===== src/rtl/riscv_multicycle_core.sv =====
// Multi-cycle RV32I/RV32E subset core on one unified memory port with a ready handshake.
// Optional build macro RISCV_SHIFT_EN adds sll/srl/sra/slli/srli/srai.
module riscv_multicycle_core #(
    parameter logic [31:0] RESET_PC = 32'h0000_0000,
    parameter int          NUM_REGS = 32
) (
    input  logic        clk,
    input  logic        reset,
    output logic        mem_req,
    output logic        mem_we,
    output logic [31:0] mem_addr,
    output logic [31:0] mem_wdata,
    input  logic [31:0] mem_rdata,
    input  logic        mem_ready,
    output logic [31:0] pc_current,
    output logic        retire,
    output logic        illegal
);
    localparam int IDX_W = (NUM_REGS == 16) ? 4 : 5;

    localparam logic [6:0] OP_LOAD   = 7'b0000011;
    localparam logic [6:0] OP_STORE  = 7'b0100011;
    localparam logic [6:0] OP_OP     = 7'b0110011;
    localparam logic [6:0] OP_IMM    = 7'b0010011;
    localparam logic [6:0] OP_BRANCH = 7'b1100011;
    localparam logic [6:0] OP_JAL    = 7'b1101111;
    localparam logic [6:0] OP_LUI    = 7'b0110111;

    typedef enum logic [3:0] {
        S_FETCH, S_DECODE, S_EXEC_R, S_EXEC_I, S_MEMADR, S_MEMREAD, S_MEMWRITE,
        S_MEMWB, S_ALUWB, S_BRANCH, S_JAL, S_LUI, S_ILLEGAL
    } state_t;

    state_t      state_r, state_s;
    logic [31:0] pc_r, old_pc_r, instr_r, a_r, b_r, alu_out_r, mdr_r;
    logic        illegal_r;
    logic [31:0] regs_r [NUM_REGS];

    logic [6:0]  opcode_s, f7_s;
    logic [4:0]  rd_s, rs1_s, rs2_s;
    logic [2:0]  f3_s;
    logic [31:0] imm_i_s, imm_st_s, imm_b_s, imm_j_s, imm_u_s;
    logic [31:0] mem_ea_s, br_target_s, jal_target_s;
    logic        br_taken_s;

    // Only RV32E builds can name a register that does not exist.
    function automatic logic reg_bad(input logic [4:0] idx);
        return (NUM_REGS == 16) && idx[4];
    endfunction

    function automatic logic r_type_ok(input logic [2:0] f3, input logic [6:0] f7);
        logic ok;
        ok = 1'b0;
        case (f3)
            3'b000:                 ok = (f7 == 7'b0000000) || (f7 == 7'b0100000);
            3'b010, 3'b110, 3'b111: ok = (f7 == 7'b0000000);
`ifdef RISCV_SHIFT_EN
            3'b001:                 ok = (f7 == 7'b0000000);
            3'b101:                 ok = (f7 == 7'b0000000) || (f7 == 7'b0100000);
`endif
            default:                ok = 1'b0;
        endcase
        return ok;
    endfunction

    function automatic logic i_type_ok(input logic [2:0] f3, input logic [6:0] f7);
        logic ok;
        ok = 1'b0;
        case (f3)
            3'b000, 3'b010, 3'b110, 3'b111: ok = 1'b1;
`ifdef RISCV_SHIFT_EN
            3'b001:                         ok = (f7 == 7'b0000000);
            3'b101:                         ok = (f7 == 7'b0000000) || (f7 == 7'b0100000);
`endif
            default:                        ok = 1'b0;
        endcase
        return ok;
    endfunction

    function automatic logic [31:0] alu(input logic [31:0] a, input logic [31:0] b,
                                        input logic [2:0] f3, input logic alt);
        logic [31:0] y;
        y = 32'd0;
        case (f3)
            3'b000:  y = alt ? (a - b) : (a + b);
            3'b010:  y = {31'd0, $signed(a) < $signed(b)};
            3'b110:  y = a | b;
            3'b111:  y = a & b;
`ifdef RISCV_SHIFT_EN
            3'b001:  y = a << b[4:0];
            3'b101:  y = alt ? 32'($signed(a) >>> b[4:0]) : (a >> b[4:0]);
`endif
            default: y = 32'd0;
        endcase
        return y;
    endfunction

    assign opcode_s = instr_r[6:0];
    assign rd_s     = instr_r[11:7];
    assign f3_s     = instr_r[14:12];
    assign rs1_s    = instr_r[19:15];
    assign rs2_s    = instr_r[24:20];
    assign f7_s     = instr_r[31:25];

    assign imm_i_s  = {{20{instr_r[31]}}, instr_r[31:20]};
    assign imm_st_s = {{20{instr_r[31]}}, instr_r[31:25], instr_r[11:7]};
    assign imm_b_s  = {{19{instr_r[31]}}, instr_r[31], instr_r[7], instr_r[30:25], instr_r[11:8], 1'b0};
    assign imm_j_s  = {{11{instr_r[31]}}, instr_r[31], instr_r[19:12], instr_r[20], instr_r[30:21], 1'b0};
    assign imm_u_s  = {instr_r[31:12], 12'd0};

    assign mem_ea_s     = a_r + (opcode_s[5] ? imm_st_s : imm_i_s);
    assign br_taken_s   = f3_s[0] ? (a_r != b_r) : (a_r == b_r);
    assign br_target_s  = old_pc_r + imm_b_s;
    assign jal_target_s = old_pc_r + imm_j_s;

    assign mem_wdata = b_r;
    assign illegal   = illegal_r;

    // Next-state decode, including every fault that diverts to the halt state.
    always_comb begin
        state_s = state_r;
        case (state_r)
            S_FETCH:    state_s = mem_ready ? S_DECODE : S_FETCH;
            S_DECODE: begin
                case (opcode_s)
                    OP_OP:     state_s = (r_type_ok(f3_s, f7_s) && !reg_bad(rd_s) && !reg_bad(rs1_s)
                                          && !reg_bad(rs2_s)) ? S_EXEC_R : S_ILLEGAL;
                    OP_IMM:    state_s = (i_type_ok(f3_s, f7_s) && !reg_bad(rd_s) && !reg_bad(rs1_s))
                                         ? S_EXEC_I : S_ILLEGAL;
                    OP_LOAD:   state_s = ((f3_s == 3'b010) && !reg_bad(rd_s) && !reg_bad(rs1_s))
                                         ? S_MEMADR : S_ILLEGAL;
                    OP_STORE:  state_s = ((f3_s == 3'b010) && !reg_bad(rs1_s) && !reg_bad(rs2_s))
                                         ? S_MEMADR : S_ILLEGAL;
                    OP_BRANCH: state_s = ((f3_s[2:1] == 2'b00) && !reg_bad(rs1_s) && !reg_bad(rs2_s))
                                         ? S_BRANCH : S_ILLEGAL;
                    OP_JAL:    state_s = !reg_bad(rd_s) ? S_JAL : S_ILLEGAL;
                    OP_LUI:    state_s = !reg_bad(rd_s) ? S_LUI : S_ILLEGAL;
                    default:   state_s = S_ILLEGAL;
                endcase
            end
            S_EXEC_R, S_EXEC_I, S_LUI: state_s = S_ALUWB;
            S_MEMADR:   state_s = (mem_ea_s[1:0] != 2'b00) ? S_ILLEGAL
                                  : (opcode_s[5] ? S_MEMWRITE : S_MEMREAD);
            S_MEMREAD:  state_s = mem_ready ? S_MEMWB : S_MEMREAD;
            S_MEMWRITE: state_s = mem_ready ? S_FETCH : S_MEMWRITE;
            S_MEMWB, S_ALUWB: state_s = S_FETCH;
            S_BRANCH:   state_s = (br_taken_s && br_target_s[1]) ? S_ILLEGAL : S_FETCH;
            S_JAL:      state_s = jal_target_s[1] ? S_ILLEGAL : S_ALUWB;
            S_ILLEGAL:  state_s = S_ILLEGAL;
            default:    state_s = S_FETCH;
        endcase
    end

    // Memory port and status outputs; reset low masks request and retire immediately.
    always_comb begin
        mem_req    = 1'b0;
        mem_we     = 1'b0;
        retire     = 1'b0;
        mem_addr   = alu_out_r;
        pc_current = old_pc_r;
        case (state_r)
            S_FETCH: begin
                mem_req    = reset;
                mem_addr   = pc_r;
                pc_current = pc_r;
            end
            S_MEMREAD:        mem_req = reset;
            S_MEMWRITE: begin
                mem_req = reset;
                mem_we  = reset;
                retire  = reset & mem_ready;
            end
            S_MEMWB, S_ALUWB: retire = reset;
            S_BRANCH:         retire = reset & (state_s != S_ILLEGAL);
            default:          retire = 1'b0;
        endcase
    end

    // State register.
    always_ff @(posedge clk) begin
        if (!reset) begin
            state_r <= S_FETCH;
        end else begin
            state_r <= state_s;
        end
    end

    // Datapath registers and register file.
    always_ff @(posedge clk) begin
        if (!reset) begin
            pc_r      <= RESET_PC;
            old_pc_r  <= RESET_PC;
            instr_r   <= 32'd0;
            a_r       <= 32'd0;
            b_r       <= 32'd0;
            alu_out_r <= 32'd0;
            mdr_r     <= 32'd0;
            illegal_r <= 1'b0;
            for (int i = 0; i < NUM_REGS; i++) begin
                regs_r[i] <= 32'd0;
            end
        end else begin
            illegal_r <= illegal_r | (state_s == S_ILLEGAL);
            case (state_r)
                S_FETCH: begin
                    if (mem_ready) begin
                        instr_r  <= mem_rdata;
                        old_pc_r <= pc_r;
                        pc_r     <= pc_r + 32'd4;
                    end
                end
                S_DECODE: begin
                    a_r <= regs_r[rs1_s[IDX_W-1:0]];
                    b_r <= regs_r[rs2_s[IDX_W-1:0]];
                end
                S_EXEC_R:  alu_out_r <= alu(a_r, b_r, f3_s, instr_r[30]);
                S_EXEC_I:  alu_out_r <= alu(a_r, imm_i_s, f3_s, (f3_s == 3'b101) && instr_r[30]);
                S_MEMADR:  alu_out_r <= mem_ea_s;
                S_MEMREAD: begin
                    if (mem_ready) begin
                        mdr_r <= mem_rdata;
                    end
                end
                S_MEMWB, S_ALUWB: begin
                    if (rd_s != 5'd0) begin
                        regs_r[rd_s[IDX_W-1:0]] <= (state_r == S_MEMWB) ? mdr_r : alu_out_r;
                    end
                end
                S_BRANCH: begin
                    if (br_taken_s && !br_target_s[1]) begin
                        pc_r <= br_target_s;
                    end
                end
                S_JAL: begin
                    if (!jal_target_s[1]) begin
                        pc_r      <= jal_target_s;
                        alu_out_r <= old_pc_r + 32'd4;
                    end
                end
                S_LUI:     alu_out_r <= imm_u_s;
                default:   alu_out_r <= alu_out_r;
            endcase
        end
    end
endmodule


===== config.mk =====
export PLATFORM = sky130hd
export DESIGN_NAME = riscv_multicycle_core
export DESIGN_NICKNAME = d
export VERILOG_FILES = /design/src/rtl/riscv_multicycle_core.sv
export SDC_FILE = /design/constraint.sdc
export NUM_CORES = 2
export LEC_CHECK = 0
export BUFFER_PORTS_ARGS = -buffer_cell sky130_fd_sc_hd__buf_2
export CORE_UTILIZATION = 45
export DETAILED_ROUTE_END_ITERATION = 10
export GPL_TIMING_DRIVEN = 0
export PLACE_DENSITY_LB_ADDON = 0.08
export SLEW_MARGIN = 5
export SYNTH_ARGS = -nofsm -noshare
export SYNTH_HDL_FRONTEND = slang
export SYNTH_SLANG_ARGS = --single-unit

===== constraint.sdc =====
create_clock -name clk -period 8.55 [get_ports clk]
set_clock_uncertainty 0.15 [all_clocks]
set_input_delay 0.4275 -clock clk [delete_from_list [all_inputs] [get_ports clk]]
set_output_delay 0.4275 -clock clk [all_outputs]
set_load 0.05 [all_outputs]

* Word-level counts from Yosys, hierarchy flattened
Memories as Yosys holds them, arrays and structs flattened. A register that Yosys moved wholly into a read port is not among the register bits.
Cells that the tools add are included.
** Storage, ports and cells
- Bits in writable memories :: 1024
- Output and inout bits :: 100
- Logic and storage cells :: 128
- Memories :: 1
- Input bits :: 35
- Register bits after elaboration :: 165
** Operators by class
- Add/sub/neg operators :: 9
- Reductions and logical operators :: 26
- Bitwise gates (word level) :: 7
- Equal/unequal tests :: 31
- Order comparisons :: 2
- Multiplexer cells :: 45
** Memories
- regs_r :: depth 32, width 32, rd ports 2, clocked after Yosys merged registers in 2, write ports 32, RTL line 37 : logic [31:0] regs_r [NUM_REGS];
** Operators by type and width (number)
- $mux 32 :: 10
- $pmux 32 s4 :: 2
- $add 32x32->32 :: 5
- $pmux 32 s5 :: 1
- $pmux 32 s3 :: 1
- $add 32x3->32 const B :: 2
- $and 32x32->32 :: 2
- $or 32x32->32 :: 2
- $sub 32x32->32 :: 2
- $pmux 4 s9 :: 1
- $eq 32x32->1 :: 1
- $lt 32x12->1 :: 1
- $lt 32x32->1 :: 1
- $ne 32x32->1 :: 1
- $reduce_or 32->1 :: 1
- $eq 7x6->1 const B :: 4
- $eq 4x4->1 const B :: 6
- $pmux 4 s6 :: 1
- $mux 4 :: 5
- $eq 4x3->1 const B :: 4
- $mux 1 :: 15
- $eq 7x7->1 const B :: 2
- $mux 5 :: 2
- $reduce_bool 5->1 :: 2
- 28 further kinds :: 46

* Depth between registers and ports, before layout
- Depth in word-level cells :: 11
- Depth in mapped cells :: 22
- Gate-level depth less buffers :: 18

* Worst setup path before layout
OpenSTA, ideal clock, no wires.
- Kind :: reg-to-reg
- Start point :: register instr_r[31]
- End point :: register alu_out_r[29]
- Period minus slack after synthesis :: 5197 ps
- Library setup time :: 129 ps
- Stages on the path, launching flop included :: 18
- Buffers on the path :: 3
- Slack :: 3353 ps
- Arrival :: 4918 ps
- Required time :: 8271 ps
- Cells stage by stage :: dfxtp_1 > clkbuf_1 > inv_1 > nor2_1 > clkbuf_1 > o21ai_0 > ha_1 > clkbuf_1 > and3_1 > and3_1 > nand2_1 > nand3_1 > o21bai_1 > a21oi_1 > o21ai_0 > mux2i_1 > a221oi_1 > a31oi_1
** Between the ends
- Cells in the longest elaborated chain, start to end :: 4
- Elaborated cells on any way between the ends :: 8
- Those cells by class :: 3 x add/sub; 3 x mux; 2 x bitwise
** Ends and longest elaborated chain
- start, declared :: RTL line 35 : logic [31:0] pc_r, old_pc_r, instr_r, a_r, b_r, alu_out_r, mdr_r;
- start signal, assigned :: RTL line 207 : instr_r <= mem_rdata;
- $add 32x32->32 or $sub 32x32->32 (tied branches) :: RTL line 85 : 3'b000: y = alt ? (a - b) : (a + b);
- $mux 32 :: RTL line 85
- $pmux 32 s4 :: RTL line 84 : case (f3)
- $pmux 32 s5 * :: RTL line 204 : case (state_r)
- end signal, assigned :: RTL line 216 : S_EXEC_R: alu_out_r <= alu(a_r, b_r, f3_s, instr_r[30]);
- end signal, assigned :: RTL line 217 : S_EXEC_I: alu_out_r <= alu(a_r, imm_i_s, f3_s, (f3_s == 3'b101) && instr_r[30]);
- end signal, assigned :: RTL line 218 : S_MEMADR: alu_out_r <= mem_ea_s;
- end, declared :: RTL line 35
Every way passes the cells marked *; elsewhere a longest branch is shown, timed or not.
A chain may end at the register's enable or synchronous reset.

* Final worst setup path
- Start point :: register instr_r[21]
- End point :: register alu_out_r[25]
** Between the ends
- Cells in the longest elaborated chain, start to end :: 4
- Elaborated cells on any way between the ends :: 10
- Those cells by class :: 4 x add/sub; 1 x eq/ne; 4 x mux; 1 x reduce/logical
** Ends and longest elaborated chain (RTL line)
- $add 32x32->32 or $sub 32x32->32 (tied branches) :: 85
- $mux 32 :: 85
- $pmux 32 s4 :: 84
- $pmux 32 s5 :: 204
Several ways; a longest one is shown, not always the timed one.

==> impl_metrics.py <==
metrics = {
    "drt": {
        "first_iter_violations": 7279,
        "drc_errors": 0,
        "vias": 59012,
        "ant_nets": 0,
        "via_per_inst": 6.35,
        "wl_mm": 307,
        "first_pass_iters": 6,
        "wire_per_inst_um": 33.0,
    },
    "critical_path": {
        "worstPathCellList": "clkbuf_1, clkbuf_1, clkbuf_2, inv_1, ha_1, nand3_1, nor3_1, nand2_1, o21ai_0, ha_1, clkbuf_1, and3_1, and3_1, nand2_1, nand3_1, o21bai_1, a21oi_1, mux2i_1, o21ai_0, a221oi_1, nor2_1",
        "crit_buf_inv": 5,
        "cpMaxStageDelayCell": "nor3_1",
        "cp_max_fo": 10,
        "cp-start-kind": "flip-flop",
        "r2r_setup_slack_ns": 0.59,
        "cp.arrival_ns": 8.47,
        "rr_worst_depth": 21,
        "worst_path_most_repeated_cell": "clkbuf_1",
        "cpPeakStageDelay_ns": 1.02,
        "critical-path-top-delay-family": "simple AND/OR/NAND/NOR gates",
        "crit_type": "reg -> reg",
        "critical_path.endpoint_type": "flip-flop",
        "worstPathRequired_ns": 9.06,
        "r2r-start": "instr_r[21]",
        "r2r-end": "alu_out_r[25]",
    },
    "sta": {
        "timing.slew.headroom": -0.0171,
        "finalCritPeriodShare": 0.931,
        "grt_setup_unrepaired": "false",
        "fmax_mhz": 126,
        "drv_slew": 1,
        "fin_crit_ns": 7.96,
        "tightest_slew_ns": 1.48,
        "setup_viol": 0,
        "hold_viol": 0,
        "fin_setup_tns_ns": 0,
    },
    "grt": {
        "gr-usage-met3": 0.0700,
        "grt_pass1_vias": 57780,
        "grt_pass1_wl_mm": 427,
        "grtUsageMet2": 0.580,
        "grt_busiest_layer": "met2",
        "overflow": 0,
        "antenna_found_initial": 17,
        "grt_max_degree": 35,
        "use_met1": 0.451,
        "grt_use_total": 0.361,
    },
    "power": {
        "total_power_mw": 28.3,
        "power.leakage_nw": 28.8,
        "ir_drop_uv": 263,
        "pwr_density_cell_nw_per_um2": 336,
    },
    "synthesis": {
        "synth_top_area_cell": "edfxtp_1",
        "netlist_area_um2": 75200,
        "yosysSeqAreaShare": 0.470,
        "synthCells": 6611,
        "synth_edf_count": 1024,
        "ys_seq_elements": 1253,
        "async_reset_ff_frac": 0,
        "ys_warn_count": 0,
        "synth_xor_area_frac": 0.0175,
        "synth.avg_cell_area_um2": 11.4,
        "synthTopCellsByCount": "nor2_1, edfxtp_1, nand2_1",
        "synthAdderAreaFrac": 0.0480,
        "synth_most_common_cell": "nor2_1",
        "synth_compound_gate_area_share": 0.0973,
        "synth_flop_cell": "edfxtp_1",
        "synthMuxAreaShare": 0.203,
        "synth_top_family_by_area": "multiplexers",
        "synth_cell_types": 91,
        "yosys-top-cells-area": "edfxtp_1, mux4_2, nor2_1",
        "synth_top_cell_area_share": 0.409,
        "synthSimpleGateAreaFrac": 0.128,
    },
    "finish": {
        "final_util": 0.509,
        "area_growth_pct": 11.9,
        "final_cells": 9286,
        "layout.nets": 7296,
        "drive_gt1_frac": 0.160,
    },
    "floorplanning": {
        "die_w_um": 411,
        "initial_core_util": 0.455,
        "ios": 135,
        "die_h_um": 411,
        "coreArea_um2": 165000,
        "rows": 149,
        "dieArea_um2": 169000,
    },
    "placed_design": {
        "gp_congestion": 1.03,
        "dp_cells": 8987,
        "place_hpwl_mm": 249,
        "port_buffers": 134,
    },
    "clock_tree": {
        "cts_tree": "done",
        "worstSkewPairLatency_ns": 0.84,
        "cts-buffers-inserted": 145,
        "htree_levels": 4,
        "cts_resized": 0,
        "cts_buffer_depth": 3,
        "numClockSinks": 1253,
        "cts_root_buf": "clkbuf_16",
        "path_clk_slew_ns": 0.06,
    },
    "run_status": {
        "violations": "capacitance limit, slew limit",
        "outcome": "finished, violations left",
    },
    "min_path": {
        "worstHoldPathCells": 5,
        "worstHoldStart": "mem_ready",
        "hold_class": "in -> reg",
        "hold-path-endpoint": "mdr_r[8]",
    },
    "flow_run": {
        "cap_violations": 2,
    },
}
[power by group]
part	switching, mW	internal, mW	leakage [nW]	total (mW)
Combinational	9.42	4.50	14.2	13.9
Sequential	1.10	7.08	12.4	8.18
Clock	2.68	3.47	2.20	6.15
[final cells by class]
type | instances | area, um^2
Fill cell | 14924 | 81200
Multi-Input combinational cell | 4673 | 37300
Sequential cell | 1253 | 35300
Clock buffer | 197 | 3960
Tap cell | 2189 | 2740
Buffer | 566 | 2220
Timing Repair Buffer | 188 | 1360
Clock inverter | 65 | 596
Inverter | 150 | 563
Antenna cell | 5 | 12.5
[worst max path at each step]
stage,end,cells after the start,startpoint,slack [ns]
2_1_floorplan,alu_out_r[29],17,instr_r[31],3.35
3_3_place_gp,alu_out_r[25],12,instr_r[31],-0.20
3_5_place_dp,alu_out_r[25],21,instr_r[21],0.85
4_1_cts,alu_out_r[25],21,instr_r[21],0.79
5_1_grt,alu_out_r[25],21,instr_r[21],0.48
6_report,alu_out_r[25],21,instr_r[21],0.59
[metrics by stage]
stage / cell area [um^2] / setup slack, ns / hold WS [ns]
CTS: 84100 / 0.792 / 0.0479
floorplan: 75300 / 3.35 / 0.286
detailed placement: 79200 / 0.849 / 0.299
global route: 84100 / 0.481 / 0.157
global placement: 78700 / -0.204 / 0.291
finish: 84100 / 0.588 / 0.175
[sequential cells by signal, summed over array words and instances (netlist names)]
register / flops
instr_r: 32
a_r: 32
alu_out_r: 32
old_pc_r: 32
regs_r: 1024
pc_r: 32
state_r: 4
illegal: 1
mdr_r: 32
mem_wdata: 32
[worst register-to-register path, stage by stage, from the launching register on]
cell,delay (ns)
dfxtp_1,0.43
clkbuf_1,0.40
clkbuf_1,0.43
clkbuf_2,0.67
inv_1,0.44
ha_1,0.25
nand3_1,0.18
nor3_1,1.02
nand2_1,0.44
o21ai_0,0.33
ha_1,0.32
clkbuf_1,0.21
and3_1,0.22
and3_1,0.20
nand2_1,0.06
nand3_1,0.06
o21bai_1,0.25
a21oi_1,0.47
mux2i_1,0.25
o21ai_0,0.12
a221oi_1,0.82
nor2_1,0.11
[per-layer routing]
metal | share of wire | vias up
met1 | 0.37 | 29759
met3 | 0.091 | 700
met2 | 0.46 | 3124
met5 | 0.00016 | -
met4 | 0.071 | 8
li1 | - | 25421
[cell families (layout without fill, tap and decap cells)]
| kind of cell | after synthesis | in the layout |
|---|---|---|
| adder cells (fa/ha/maj) | 285 | 285 |
| AND/OR/NAND/NOR | 2344 | 2344 |
| AO/OA/AOI/OAI | 1138 | 1138 |
| buffers and inverters | 716 | 1166 |
| multiplexers | 724 | 724 |
| flip-flops | 1253 | 1253 |
| XOR/XNOR | 150 | 150 |
| other | 1 | 37 |
[what timing repair did]
action                    in CTS  in global routing
hold endpoints to repair      64                  0
hold buffers                  32                  0
buffers inserted               0                  0
[cell usage in the layout, fill, tap and decap left out, types with 146 or more instances in the layout]
master and instances:
inv_1 146, clkbuf_1 508, nand2_1 649, o21ai_0 227, buf_2 187, ha_1 278, mux4_2 640, nor2_1 1310
a21oi_1 378, dfxtp_1 228, edfxtp_1 1024, clkbuf_16 149
Power figures use the tool's default switching activity.
